===== src/rtl/hazard_detection_unit.sv =====
// Load-use stall and taken-branch flush controller for the 5-stage pipeline.
// Control outputs are combinational; stall/flush event counters are registered.
module hazard_detection_unit #(
    parameter int unsigned LOAD_STALL_CYCLES = 1,
    parameter int unsigned CNT_W             = 32
) (
    input  logic             clk,
    input  logic             reset,
    input  logic [4:0]       ID_Rs1,
    input  logic [4:0]       ID_Rs2,
    input  logic             ID_UsesRs1,
    input  logic             ID_UsesRs2,
    input  logic [4:0]       EX_Rd,
    input  logic             EX_MemRead,
    input  logic             EX_BranchTaken,
    output logic             PC_Write,
    output logic             IFID_Write,
    output logic             IDEX_Bubble,
    output logic             IFID_Flush,
    output logic             IDEX_Flush,
    output logic             Stall_Active,
    output logic [CNT_W-1:0] Stall_Count,
    output logic [CNT_W-1:0] Flush_Count
);

    typedef enum logic {StRun, StStall} state_t;

    // Bubbles still owed after the hazard cycle itself.
    localparam logic [3:0] StallRem = 4'(LOAD_STALL_CYCLES - 1);

    state_t           r_state;
    state_t           w_state_d;
    logic [3:0]       r_rem;
    logic [3:0]       w_rem_d;
    logic [CNT_W-1:0] r_stall_cnt;
    logic [CNT_W-1:0] r_flush_cnt;
    logic             w_hz;
    logic             w_stall_inc;
    logic             w_flush_inc;

    assign w_hz = EX_MemRead && (EX_Rd != 5'd0) &&
                  ((ID_UsesRs1 && (ID_Rs1 == EX_Rd)) || (ID_UsesRs2 && (ID_Rs2 == EX_Rd)));

    always_comb begin
        PC_Write     = 1'b1;
        IFID_Write   = 1'b1;
        IDEX_Bubble  = 1'b0;
        IFID_Flush   = 1'b0;
        IDEX_Flush   = 1'b0;
        Stall_Active = 1'b0;
        w_state_d    = r_state;
        w_rem_d      = r_rem;
        w_stall_inc  = 1'b0;
        w_flush_inc  = 1'b0;

        if (reset) begin
            PC_Write    = 1'b0;
            IFID_Write  = 1'b0;
            IDEX_Bubble = 1'b1;
        end else begin
            case (r_state)
                StRun: begin
                    if (EX_BranchTaken) begin
                        // The ID instruction is squashed, so a coincident hazard is moot.
                        IFID_Flush  = 1'b1;
                        IDEX_Flush  = 1'b1;
                        w_flush_inc = 1'b1;
                    end else if (w_hz) begin
                        PC_Write     = 1'b0;
                        IFID_Write   = 1'b0;
                        IDEX_Bubble  = 1'b1;
                        Stall_Active = 1'b1;
                        w_stall_inc  = 1'b1;
                        if (LOAD_STALL_CYCLES > 1) begin
                            w_state_d = StStall;
                            w_rem_d   = StallRem;
                        end
                    end
                end
                StStall: begin
                    if (EX_BranchTaken) begin
                        IFID_Flush  = 1'b1;
                        IDEX_Flush  = 1'b1;
                        w_flush_inc = 1'b1;
                        w_state_d   = StRun;
                        w_rem_d     = 4'd0;
                    end else begin
                        PC_Write     = 1'b0;
                        IFID_Write   = 1'b0;
                        IDEX_Bubble  = 1'b1;
                        Stall_Active = 1'b1;
                        w_stall_inc  = 1'b1;
                        w_rem_d      = r_rem - 4'd1;
                        if (r_rem <= 4'd1) begin
                            w_state_d = StRun;
                            w_rem_d   = 4'd0;
                        end
                    end
                end
            endcase
        end
    end

    always_ff @(posedge clk or posedge reset) begin
        if (reset) begin
            r_state     <= StRun;
            r_rem       <= 4'd0;
            r_stall_cnt <= '0;
            r_flush_cnt <= '0;
        end else begin
            r_state <= w_state_d;
            r_rem   <= w_rem_d;
            if (w_stall_inc) r_stall_cnt <= r_stall_cnt + CNT_W'(1);
            if (w_flush_inc) r_flush_cnt <= r_flush_cnt + CNT_W'(1);
        end
    end

    assign Stall_Count = r_stall_cnt;
    assign Flush_Count = r_flush_cnt;

endmodule

===== config.mk =====
export PLATFORM = sky130hd
export DESIGN_NAME = hazard_detection_unit
export DESIGN_NICKNAME = d
export VERILOG_FILES = /design/src/rtl/hazard_detection_unit.sv
export SDC_FILE = /design/constraint.sdc
export NUM_CORES = 1
export LEC_CHECK = 0
export BUFFER_PORTS_ARGS = -buffer_cell sky130_fd_sc_hd__buf_4
export CAP_MARGIN = 20
export CORE_AREA = 2 2 79 88
export DETAILED_ROUTE_END_ITERATION = 8
export DIE_AREA = 0 0 81 90
export GPL_TIMING_DRIVEN = 0
export PLACE_DENSITY = 0.88
export SETUP_SLACK_MARGIN = 0.5
export SLEW_MARGIN = 40
export SYNTH_ARGS = -nofsm -noshare
export SYNTH_HDL_FRONTEND = slang
export SYNTH_SLANG_ARGS = --single-unit

===== constraint.sdc =====
create_clock -name clk -period 4.6 [get_ports clk]
set_clock_uncertainty 0.15 [all_clocks]
set_input_delay 0.23 -clock clk [delete_from_list [all_inputs] [get_ports clk]]
set_output_delay 0.23 -clock clk [all_outputs]
set_load 0.02 [all_outputs]

* Word-level counts from Yosys, hierarchy flattened
Index checks and enable logic that the tools add are counted.
Widths: inputs -> output; s select.
** Cells by class
- Add/sub/neg operators :: 3
- Magnitude comparators :: 1
- Eq/ne operators :: 2
- Muxes and demuxes :: 17
- Bitwise logic cells :: 2
- Reductions and logical operators :: 7
** Operators by type and width (number)
- $add 32x1->32 const B :: 2
- $mux 1 :: 13
- $eq 5x5->1 :: 2
- $mux 4 :: 2
- $reduce_bool 5->1 :: 1
- $le 4x1->1 const B :: 1
- $logic_and 1x1->1 :: 4
- $pmux 1 s2 :: 2
- $sub 4x1->4 const B :: 1
- $not 1->1 :: 2
- $reduce_and 2->1 :: 1
- $logic_or 1x1->1 :: 1
** Word-level totals
- Bits in registers :: 69
- Input port bits :: 21
- Logic and storage cells :: 36

* Longest topological paths before layout
- Depth after elaboration :: 8
- Depth in mapped cells :: 8

* Least setup slack after synthesis
OpenSTA, ideal clock, no wires.
- Path type :: input -> output
- From :: input port reset
- To :: output port PC_Write
- Arrival :: 3.073 ns
- Required time :: 4.220 ns
- Setup slack :: 1.147 ns
- Stages on the path :: 4
- Buffers on the path :: 1
- Cells stage by stage :: inv_1 -> o21ai_0 -> inv_1 -> buf_4
** Between the ends
- Longest elaborated chain between the ends :: 1
** RTL lines
- start, declared :: line 8 : input logic reset,
- $mux 1
- end, declared :: line 16 : output logic PC_Write,
No other way between the ends.

* Worst setup path in the final report
- From :: input port reset
- To :: output port Stall_Active
** Between the ends
- Longest elaborated chain between the ends :: 1
** RTL lines
- $mux 1 :: line 56 : if (reset) begin
- end, declared :: line 21 : output logic Stall_Active,
No other way between the ends.

==> results.md <==
- Status: finished clean
- Worst reg2reg path depth: 7
- Syn_nets: between 300 and 400
- Combinational share of power: roughly an eighth
- Initial antenna violation count: 0
- Total setup buffers inserted after CTS: 0
- Post-synthesis register bit count: 69
- ANT nets after route: 0
- Most common cell after layout, fill and taps aside: buf_4
- Sequential share of power: around 50%
- Post-Synthesis Cells: between 300 and 400
- Num Clock Sinks: around 70
- Synth warn: 0
- Largest area contributor in the netlist: dfrtp_1
- Dpl hpwl: between 5000 and 6000 microns
- Routed length per placed instance: about 15 microns
- Slew @ Worst Pin: between 0.4 and 0.5 ns
- Place WS: between 2 and 2.5 ns
- CTS root buf: clkbuf_8
- Area grow syn2layout: 29.6%
- Layout cells sized above 1: approximately a third
- Critical path launch point: reset
- Yosys top cell area share: between 50% and 60%
- Clock power share: about 37%
- Sequence of cells on the critical path: dlygate4sd3_1 -> buf_4 -> inv_6 -> buf_12 -> nand2_1 -> nor2_1 -> a21oi_4 -> inv_4 -> buf_12 -> buf_4
- Post-synth EDFFs: 0
- Ant diodes: 0
- Setup violators final: 0
- FP Rows: 31
- I/O Pins: 91
- Synth top area cells: dfrtp_1, xnor2_1, xor2_1, nand4_1, nand2_1
- CTS tree: yes
- Simple-Gate Fraction of Synth Area: between 20% and 30%
- Via-per-instance ratio: between 5 and 6
- IO Port Bufs: 90
- Die Width: approximately 81 microns
- Synth Flop Type: dfrtp_1
- Commonest non-fill, non-tap cells in the layout: buf_4, dfrtp_1, xnor2_1, nand2_1, xor2_1
- Crit path time final: between 2 and 3 ns
- Final hold slack: 0.176 ns
- FF-to-FF setup slack: 2.48 ns
- Post-Syn Area: 0.00342 sq mm
- Main combinational cell family by area after synthesis: simple AND/OR/NAND/NOR gates
- Worst path max stage delay: about 0.55 ns
- Critical path startpoint category: primary input
- Drt initial violations: about 110
- FFs w/ async S/R, synth: 100%
- F_max: between 300 and 400 MHz
- Syn_area_per_cell: between 10 and 15 sq um
- GRT Util Overall: about a fifth
- Sw Share: 27.6%
- Tcrit/Tclk final: roughly 62%
- Unique cell type count in the Yosys netlist: between 40 and 50
- CP required: between 4 and 5 ns
- Via Count: between 2k and 3k
- Buf+Inv Stages, Crit Path: 7
- Max Fanout on Critical Path: between 40 and 50
- WL final: about 7300 microns
- Starting Density: ~53%
- Vias in the first global route: between 2k and 3k
- Inserted Clock Buffers: 9
- # fillers: between 400 and 500
- CP max stage cell: dlygate4sd3_1
- DRT Pass-1 Iters: 4
- CTS Buffer Depth: 2
- Maximum VDD drop: 215 uV
- Final setup margin: 1.74 ns
- Worst hold path type: in2reg
- Sw Pwr: between 0.0003 and 0.0004 W
- Worst relative slew slack: about two thirds
- Max Slew Vio Count: 0
- Critical Path AT: 2.48 ns
- CP endpoint: Stall_Active
- Post-cts hold buffer count: 1
- H-Tree Depth: 3
- Synth Area in Compound Gates: 2.78%
- Sequential element share of the synthesized area: approximately half
- Max cap viols: 0
- First-pass GRT wire length: approximately 12000 microns
- Int Pwr: 0.000983 W
- Top delay family on crit path: buffers and inverters
- Final Hold Violating Endpoints: 0
- Setup_tns: 0 ns
- Post-synthesis xor/xnor area fraction: 18.7%
- Core area: approximately 0.0064 sq mm
- Worst Path Class, Setup: in2out
- Clock-pin slew on the worst setup and hold paths: about 0.070 ns
- DIE HEIGHT: about 90 microns
- LEAKAGE: around 2.2 nW
- Worst R2R End: Flush_Count[30]$_DFFE_PP0P_
- PD cells: approximately 310 mW/mm^2
- Drt drc: 0
- Post-CTS sizing: 0
- Die area: 0.00729 sq mm
- Worst-skew pair later-pin latency: about 0.34 ns
- Unrepaired setup endpoints after global routing: false
- Final Util: roughly 69%
- Adder-cell share of the synthesized area: about 1.5%
- WP depth: 10
- Largest net degree at the start of global routing: 43
- GRT overflow: 0
- GP Congestion: ~0.74
- Total Nets Final: ~430
- Crit. End Element: output port
- Worst flop-to-flop path startpoint: Flush_Count[0]$_DFFE_PP0P_
- Share of synthesized area spent on multiplexers: 0.329%
==> cell usage after synthesis (2+ instances only) <==
library cell	instances
dfrtp_1	69
xnor2_1	50
nand2_1	28
xor2_1	23
nand3_1	18
nand4_1	17
nor2_1	13
nor3_1	11
inv_1	10
and4_1	8
o21ai_0	6
ha_1	4
and3_1	3
and3_2	3
nand2_2	3
nand3_2	3
nor3b_1	3
and2_1	2
buf_4	2
nand4_4	2
nor2b_1	2
nor4_1	2
nor4b_2	2
==> how the worst min path moves through the flow <==
stage                                      from  cells after the start  slack, ns                     endpoint
finish                           EX_BranchTaken                      4       0.18         r_rem[2]$_DFFE_PP0P_
global route                     EX_BranchTaken                      4       0.15         r_rem[2]$_DFFE_PP0P_
CTS                              EX_BranchTaken                      4       0.14         r_rem[2]$_DFFE_PP0P_
detailed placement                        reset                      2       0.10   Flush_Count[1]$_DFFE_PP0P_
global placement    Flush_Count[31]$_DFFE_PP0P_                      1       0.31  Flush_Count[31]$_DFFE_PP0P_
floorplan                                 reset                      2       0.20          r_state$_DFFE_PP0N_
==> sequential cells by signal (all words and copies together) (netlist names) <==
| signal | cells |
|---|---|
| r_rem | 4 |
| Stall_Count | 32 |
| r_state | 1 |
| Flush_Count | 32 |
==> power by group through the flow <==
| stage | combinational [W] | sequential (W) | clock [W] |
|---|---|---|---|
| global route | 0.000195 | 0.000683 | 0.000537 |
| detailed placement | 0.000180 | 0.000691 | 0 |
| floorplan | 0.0000654 | 0.000716 | 0 |
| global placement | 0.000172 | 0.000689 | 0 |
| finish | 0.000180 | 0.000679 | 0.000498 |
| CTS | 0.000182 | 0.000679 | 0.000508 |
==> worst reg2reg max path, delay by kind of cell (launching register included) <==
kind	cells	cell delay, ns
adder cells (fa/ha/maj)	1	0.20
AND/OR/NAND/NOR	5	1.07
flip-flops	1	0.45
XOR/XNOR	1	0.14
==> per-stage QoR <==
stage / std cells / total power, W / cell area [sq um]
after floorplan: 305 / 0.000782 / 3420
after global placement: 477 / 0.000861 / 4200
after detailed placement: 478 / 0.000871 / 4220
after CTS: 495 / 0.00137 / 4430
after global routing: 495 / 0.00142 / 4430
final: 495 / 0.00136 / 4430
==> layer usage <==
layer / global-route usage [%] / wire length, microns / vias to the layer above
met4: 6.36 / 72 / 0
met3: 6.22 / 489 / 9
li1: - / - / 1255
met2: 35.8 / 3720 / 97
met5: 0 / 0 / -
met1: 25.0 / 2980 / 1299
==> final cells by class <==
type	count	area, sq um	share of cell area [%]
flip-flops and latches	69	1730	39.0
multi-input cells	219	1600	36.0
repair buffers	92	706	15.9
clock buffers	10	138	3.10
well taps	82	103	2.31
clock inverters	6	62.6	1.41
plain buffers	6	51.3	1.16
inverters	11	48.8	1.10
==> kinds of logic after synthesis <==
family,after synthesis
DFF,69
muxes,1
adders and majority gates,4
buffers and inverters,17
AOI/OAI and AO/OA,12
and+or+nand+nor,129
xor gates and xnor gates,73
Note: power is estimated with default switching activity, not from simulation.
